`config.mk`:
```
export PLATFORM = sky130hd
export DESIGN_NAME = chal_sequencer
export DESIGN_NICKNAME = d
export VERILOG_FILES = /design/src/rtl/chal_sequencer.sv
export SDC_FILE = /design/constraint.sdc
export NUM_CORES = 1
export LEC_CHECK = 0
export CAP_MARGIN = 10
export CORE_MARGIN = 5
export CORE_UTILIZATION = 33
export CTS_BUF_LIST = sky130_fd_sc_hd__clkbuf_16
export DETAILED_ROUTE_END_ITERATION = 6
export GPL_ROUTABILITY_DRIVEN = 0
export SLEW_MARGIN = 30
export SYNTH_ARGS = -nofsm -noshare
export SYNTH_HDL_FRONTEND = slang
export SYNTH_SLANG_ARGS = --single-unit
```
`constraint.sdc`:
```
create_clock -name clk -period 5.2 [get_ports clk]
set_clock_uncertainty 0.15 [all_clocks]
set_input_delay 0.52 -clock clk [delete_from_list [all_inputs] [get_ports clk]]
set_output_delay 0.52 -clock clk [all_outputs]
set_load 0.03 [all_outputs]
```
`src/rtl/chal_sequencer.sv`:
```
// chal_sequencer: captures the challenged-repetition list Lc and the
// hidden-party list Lp, validates them, builds the challenged-repetition
// mask and streams one response record per repetition (0..7) over a
// valid/ready interface.
module chal_sequencer (
    input  logic        clk,
    input  logic        reset,
    input  logic        cs_start,
    input  logic [19:0] Lc,
    input  logic [19:0] Lp,
    output logic        rec_valid,
    input  logic        rec_ready,
    output logic [2:0]  rec_rep,
    output logic        rec_chal,
    output logic [3:0]  rec_hidden,
    output logic [15:0] rec_open_mask,
    output logic [7:0]  chal_mask,
    output logic        cs_done,
    output logic        cs_err
);

    typedef enum logic [1:0] {IDLE, CHECK, EMIT, DONE} state_t;

    state_t      state;
    logic [19:0] lc_q;
    logic [19:0] lp_q;
    logic [2:0]  rep;

    // Next-record source: rep 0 with the freshly built mask while checking,
    // rep+1 with the registered mask while emitting.
    logic [7:0]  nxt_mask;
    logic [2:0]  src_rep;
    logic [7:0]  src_mask;
    logic        nxt_chal;
    logic [3:0]  nxt_hidden;
    logic [15:0] nxt_open;

    // Entry k of a packed list; entry 0 sits in the top five bits.
    function automatic logic [4:0] entry(input logic [19:0] v, input int k);
        return v[(3 - k) * 5 +: 5];
    endfunction

    // Rejects out-of-range repetitions, out-of-range parties and repeated
    // repetitions. Full 5-bit compares so upper bits count as differences.
    function automatic logic lists_bad(input logic [19:0] lc, input logic [19:0] lp);
        logic bad;
        bad = 1'b0;
        for (int k = 0; k < 4; k++) begin
            if (entry(lc, k) >= 5'd8)  bad = 1'b1;
            if (entry(lp, k) >= 5'd16) bad = 1'b1;
            for (int j = k + 1; j < 4; j++) begin
                if (entry(lc, k) == entry(lc, j)) bad = 1'b1;
            end
        end
        return bad;
    endfunction

    // One bit per challenged repetition; only meaningful for accepted lists.
    function automatic logic [7:0] build_mask(input logic [19:0] lc);
        logic [7:0] m;
        m = 8'h00;
        for (int k = 0; k < 4; k++) begin
            m = m | (8'h01 << entry(lc, k)[2:0]);
        end
        return m;
    endfunction

    // Hidden party of the list entry that challenges repetition r.
    function automatic logic [3:0] hidden_for(input logic [2:0] r,
                                              input logic [19:0] lc,
                                              input logic [19:0] lp);
        logic [3:0] h;
        h = 4'd0;
        for (int k = 0; k < 4; k++) begin
            if (entry(lc, k)[2:0] == r) h = entry(lp, k)[3:0];
        end
        return h;
    endfunction

    // Computes the record to be loaded at the next state transition.
    always_comb begin
        nxt_mask   = build_mask(lc_q);
        src_rep    = 3'd0;
        src_mask   = nxt_mask;
        if (state == EMIT) begin
            src_rep  = rep + 3'd1;
            src_mask = chal_mask;
        end
        nxt_chal   = src_mask[src_rep];
        nxt_hidden = 4'd0;
        nxt_open   = 16'h0000;
        if (nxt_chal) begin
            nxt_hidden = hidden_for(src_rep, lc_q, lp_q);
            nxt_open   = ~(16'h0001 << nxt_hidden);
        end
    end

    // Sequencer FSM with registered record and status outputs.
    always_ff @(posedge clk or negedge reset) begin
        if (!reset) begin
            state         <= IDLE;
            lc_q          <= 20'd0;
            lp_q          <= 20'd0;
            rep           <= 3'd0;
            rec_valid     <= 1'b0;
            rec_rep       <= 3'd0;
            rec_chal      <= 1'b0;
            rec_hidden    <= 4'd0;
            rec_open_mask <= 16'h0000;
            chal_mask     <= 8'h00;
            cs_done       <= 1'b0;
            cs_err        <= 1'b0;
        end else begin
            case (state)
                IDLE: begin
                    if (cs_start && !cs_done) begin
                        lc_q      <= Lc;
                        lp_q      <= Lp;
                        cs_err    <= 1'b0;
                        chal_mask <= 8'h00;
                        state     <= CHECK;
                    end
                end
                CHECK: begin
                    if (!cs_start) begin
                        state <= IDLE;
                    end else if (lists_bad(lc_q, lp_q)) begin
                        cs_err    <= 1'b1;
                        chal_mask <= 8'h00;
                        cs_done   <= 1'b1;
                        state     <= DONE;
                    end else begin
                        chal_mask     <= nxt_mask;
                        rep           <= 3'd0;
                        rec_valid     <= 1'b1;
                        rec_rep       <= 3'd0;
                        rec_chal      <= nxt_chal;
                        rec_hidden    <= nxt_hidden;
                        rec_open_mask <= nxt_open;
                        state         <= EMIT;
                    end
                end
                EMIT: begin
                    if (!cs_start || (rec_ready && rep == 3'd7)) begin
                        // Abort (or last transfer): drop the record stream.
                        rec_valid     <= 1'b0;
                        rec_rep       <= 3'd0;
                        rec_chal      <= 1'b0;
                        rec_hidden    <= 4'd0;
                        rec_open_mask <= 16'h0000;
                        if (cs_start) begin
                            cs_done <= 1'b1;
                            state   <= DONE;
                        end else begin
                            state   <= IDLE;
                        end
                    end else if (rec_ready) begin
                        rep           <= src_rep;
                        rec_rep       <= src_rep;
                        rec_chal      <= nxt_chal;
                        rec_hidden    <= nxt_hidden;
                        rec_open_mask <= nxt_open;
                    end
                end
                DONE: begin
                    if (!cs_start) begin
                        cs_done <= 1'b0;
                        state   <= IDLE;
                    end
                end
                default: state <= IDLE;
            endcase
        end
    end

endmodule

```
==> results.txt <==
----------------------------------------------------
[Global routing]
  Antenna violations before repair ... 0
  Via count of the first global-routing pass ... 3640
  Overall Global Routing Usage ... 14.4%
  Global-route congestion overflow total ... 0
  Maximum number of pins on one net before global-route repair ... 81
  First-pass GRT wire length ... 18800 um

[Routing]
  Drt first-iter violations ... 243
  Sum of routed wire length over all layers ... 11200 um
  Number of DRC violations after detailed routing ... 0
  Wire length per cell after detailed routing ... 17.0 um
  Total via count in the routed design ... 3547
  Detailed-route vias per instance ... 5.38
  Antenna Violating Nets Remaining ... 0
  Initial DRT Pass Iterations ... 5

[Synthesis]
  Largest family of logic cells by synthesized area ... compound AO/OA/AOI/OAI gates
  Number of instances in the synthesized netlist ... 415
  Multiplexer share of the synthesized area ... 9.37%
  Sequential-to-total area share from yosys stat ... 45.4%
  Net count after synthesis ... 461
  Avg Synthesized Cell Area ... 10.6 sq um
  Post-synth cell types ... 62
  Post-synthesis adder-cell area fraction ... 0.568%
  Synthesis warning total ... 0
  Complex-gate fraction of the synthesized area ... 21.7%
  Share of flip-flops with an asynchronous set or reset after synthesis ... 100%
  Register bit total from synthesis ... 80
  Synthesized-area fraction occupied by and/or/nand/nor cells ... 12.0%
  Number of flops mapped to enable cells by yosys ... 0
  Xor and xnor fraction of the mapped netlist area ... 6.76%
  Synth Cell Area ... 4410 sq um
  Flip-flop cell with the highest count after synthesis ... sky130_fd_sc_hd__dfrtp_1

[Hold path]
  Class of the worst hold path ... primary input to asynchronous set/reset pin

[Critical path]
  Kind of end point of the critical path ... flop
  Worst endpoint required time ... 5.27 ns
  Signal arrival time at the worst endpoint ... 3.49 ns
  Nature of the critical path startpoint ... flop
  Crit Path Max Fanout ... 12
  Critical path start-end classification ... flop to flop
  R2r worst-path depth ... 9

[Timing]
  Final worst-path cycle share ... 65.8%
  Number of pins with negative max-slew slack in the final report ... 0
  Final total negative setup slack ... 0 ns
  Transition time at the pin with the least slew margin ... 0.730 ns
  Count of final hold-check violations ... 0
  Total setup violations reported at the end of the flow ... 0
  Minimum clock period ... 3.42 ns
  Peak Freq ... 292 MHz
  Setup repair after global routing missed its margin ... false
  Worst max-slew margin expressed relative to the limit ... 51.4%

[Power and ir drop]
  Final Total Pwr ... 1.73 mW
  Worst IR drop on VDD ... 230 uV
  Power density over cell area ... 308 nW/um^2
  Static Leak ... 2.40 nW

[Cells and area]
  Total number of nets in the final design ... 524
  Fraction of final layout cells sized beyond drive strength 1 ... 15.9%
  Syn-to-layout area delta ... 27.5%
  Fraction of the core area covered by cells at the end of the flow ... 42.6%
  Number of inserted diodes ... 0

[Clocking]
  Clock tree from TritonCTS ... done
  CTS-repair resized insts ... 0
  Maximum level of the CTS H-tree ... 3
  Number of buffers created by CTS ... 9
  Clock Tree Buf Depth ... 2
  Number of buffers added to fix hold violations after cts ... 0
  CTS root buf ... sky130_fd_sc_hd__clkbuf_16
  CTS sink count ... 80
  Postcts setup bufs ... 0
  Clk slew on worst S/H paths ... 0.07 ns
  Latest clock arrival within the worst-skew pair ... 0.33 ns

[Place]
  Port-buffer cells ... 78
  Post-DP HPWL ... 8180 um

[Floorplanning]
  Die ar. ... 15800 sq um
  Top-level I/O count ... 79
  Starting utilization of the core area ... 33.4%
  Standard-cell rows ... 42
  Die span in y ... 126 um
  Placeable core region ... 13200 sq um
  X dimension of the die ... 126 um

[Run]
  # Max-Cap Violations ... 0

[Status]
  Result of the run ... finished, final reports clean

----------------------------------------------------
## per-stage QoR
stage                     setup slack, ns  cell area [sq um]  std cells  hold slack [ns]
after CTS                            1.79               5620        659            0.111
after global placement               1.89               5280        643            0.309
after global routing                 1.49               5620        659            0.136
final                                1.78               5620        659           0.0580
after detailed placement             1.82               5290        643            0.321
after floorplan                      2.35               4410        415           0.0744
## synthesized netlist by cell type, drive strengths merged, types with 2 or more instances
cell type / count / share of area [%]
clkbuf: 7 / 0.60
o211ai: 4 / 0.68
mux2i: 3 / 0.68
a32oi: 2 / 0.74
a32o: 2 / 0.45
dfrtp: 80 / 45
o32ai: 4 / 1.2
nand2b: 11 / 1.6
buf: 22 / 2.9
a211o: 17 / 3.4
ha: 2 / 0.57
o21ai: 22 / 2.5
o221ai: 5 / 0.99
nand4bb: 2 / 0.51
a21boi: 5 / 0.94
a31oi: 4 / 0.57
nand3b: 2 / 0.34
nor2b: 2 / 0.28
nor3b: 2 / 0.45
o31ai: 10 / 1.7
a211oi: 2 / 0.34
a21o: 3 / 0.51
and4: 2 / 0.40
a21oi: 12 / 1.9
a22oi: 2 / 0.34
a22o: 2 / 0.40
a311oi: 3 / 0.60
mux2: 34 / 8.7
nor3: 8 / 0.91
inv: 8 / 0.68
xor2: 27 / 5.4
nor4: 4 / 0.71
xnor2: 7 / 1.4
nor2: 21 / 1.8
nand2: 37 / 3.2
o221a: 4 / 1.0
o22ai: 6 / 0.85
nand3: 4 / 0.45
or2: 5 / 0.71
a221oi: 3 / 0.60
## cells in the final DEF, fill, tap and decap left out, drive strengths merged, types with 8 or more instances in the layout
master / Yosys / final
a211o: 17 / 17
a21oi: 12 / 12
clkbuf: 7 / 9
clkdlybuf4s50: 0 / 77
dfrtp: 80 / 80
inv: 8 / 12
mux2: 34 / 34
nand2: 37 / 37
nand2b: 11 / 11
nor2: 21 / 21
nor3: 8 / 8
o21ai: 22 / 22
o31ai: 10 / 10
xor2: 27 / 27
## power breakdown
group          internal, mW  switching (mW)  total, mW
sequential            0.667          0.0544      0.722
clock                 0.431           0.271      0.702
combinational         0.150           0.156      0.306
## kinds of logic after synthesis
group / Yosys count
multiplexers: 37
flip-flops: 80
AND/OR/NAND/NOR: 104
AO/OA/AOI/OAI: 121
adder cells (fa/ha/maj): 2
XOR/XNOR: 34
buffers and inverters: 37
## final cells by class
type | instances | area, sq um
Clock buffer | 9 | 225
Clock inverter | 7 | 109
Fill cell | 1262 | 7570
Inverter | 8 | 30.0
Multi-Input combinational cell | 298 | 2230
Sequential cell | 80 | 2000
Tap cell | 176 | 220
Timing Repair Buffer | 81 | 805
## routing by layer
metal  part of all wire, %  up-vias  track usage, %
met4                   1.6        0            4.40
met3                   5.2       16            3.88
met5                     0        -               0
li1                      -     1667               -
met1                    45     1749            18.8
met2                    48      115            23.5
## critical path, stage by stage (launching register included)
cell and delay, ns:
sky130_fd_sc_hd__dfrtp_1 0.53, sky130_fd_sc_hd__ha_1 0.28, sky130_fd_sc_hd__ha_1 0.55, sky130_fd_sc_hd__nand4bb_1 0.24
sky130_fd_sc_hd__a2bb2oi_1 0.23, sky130_fd_sc_hd__a21o_1 0.20, sky130_fd_sc_hd__a32oi_2 0.39, sky130_fd_sc_hd__o221a_2 0.29
sky130_fd_sc_hd__a21oi_1 0.13, sky130_fd_sc_hd__a211o_1 0.31
## worst paths after layout
check / from / endpoint / slack (ns)
setup / recovery: rep[0] / rec_open_mask[12] / 1.78
max in group asynchronous: reset / rec_rep[2] / 4.33
hold reg to reg: rec_chal / rec_chal / 0.33
setup reg to reg: rep[0] / rec_open_mask[12] / 1.78
hold / removal: reset / lp_q[4] / 0.06
min in group clk: rec_chal / rec_chal / 0.33
## state kept, by name (all words and copies together), names as in the netlist
register	count
lc_q	20
lp_q	20
rec_open_mask	16
chal_mask	8
rec_hidden	4
rec_rep	3
rep	3
state	2
cs_done	1
cs_err	1
rec_chal	1
rec_valid	1
(Power assumes the default switching activity.)
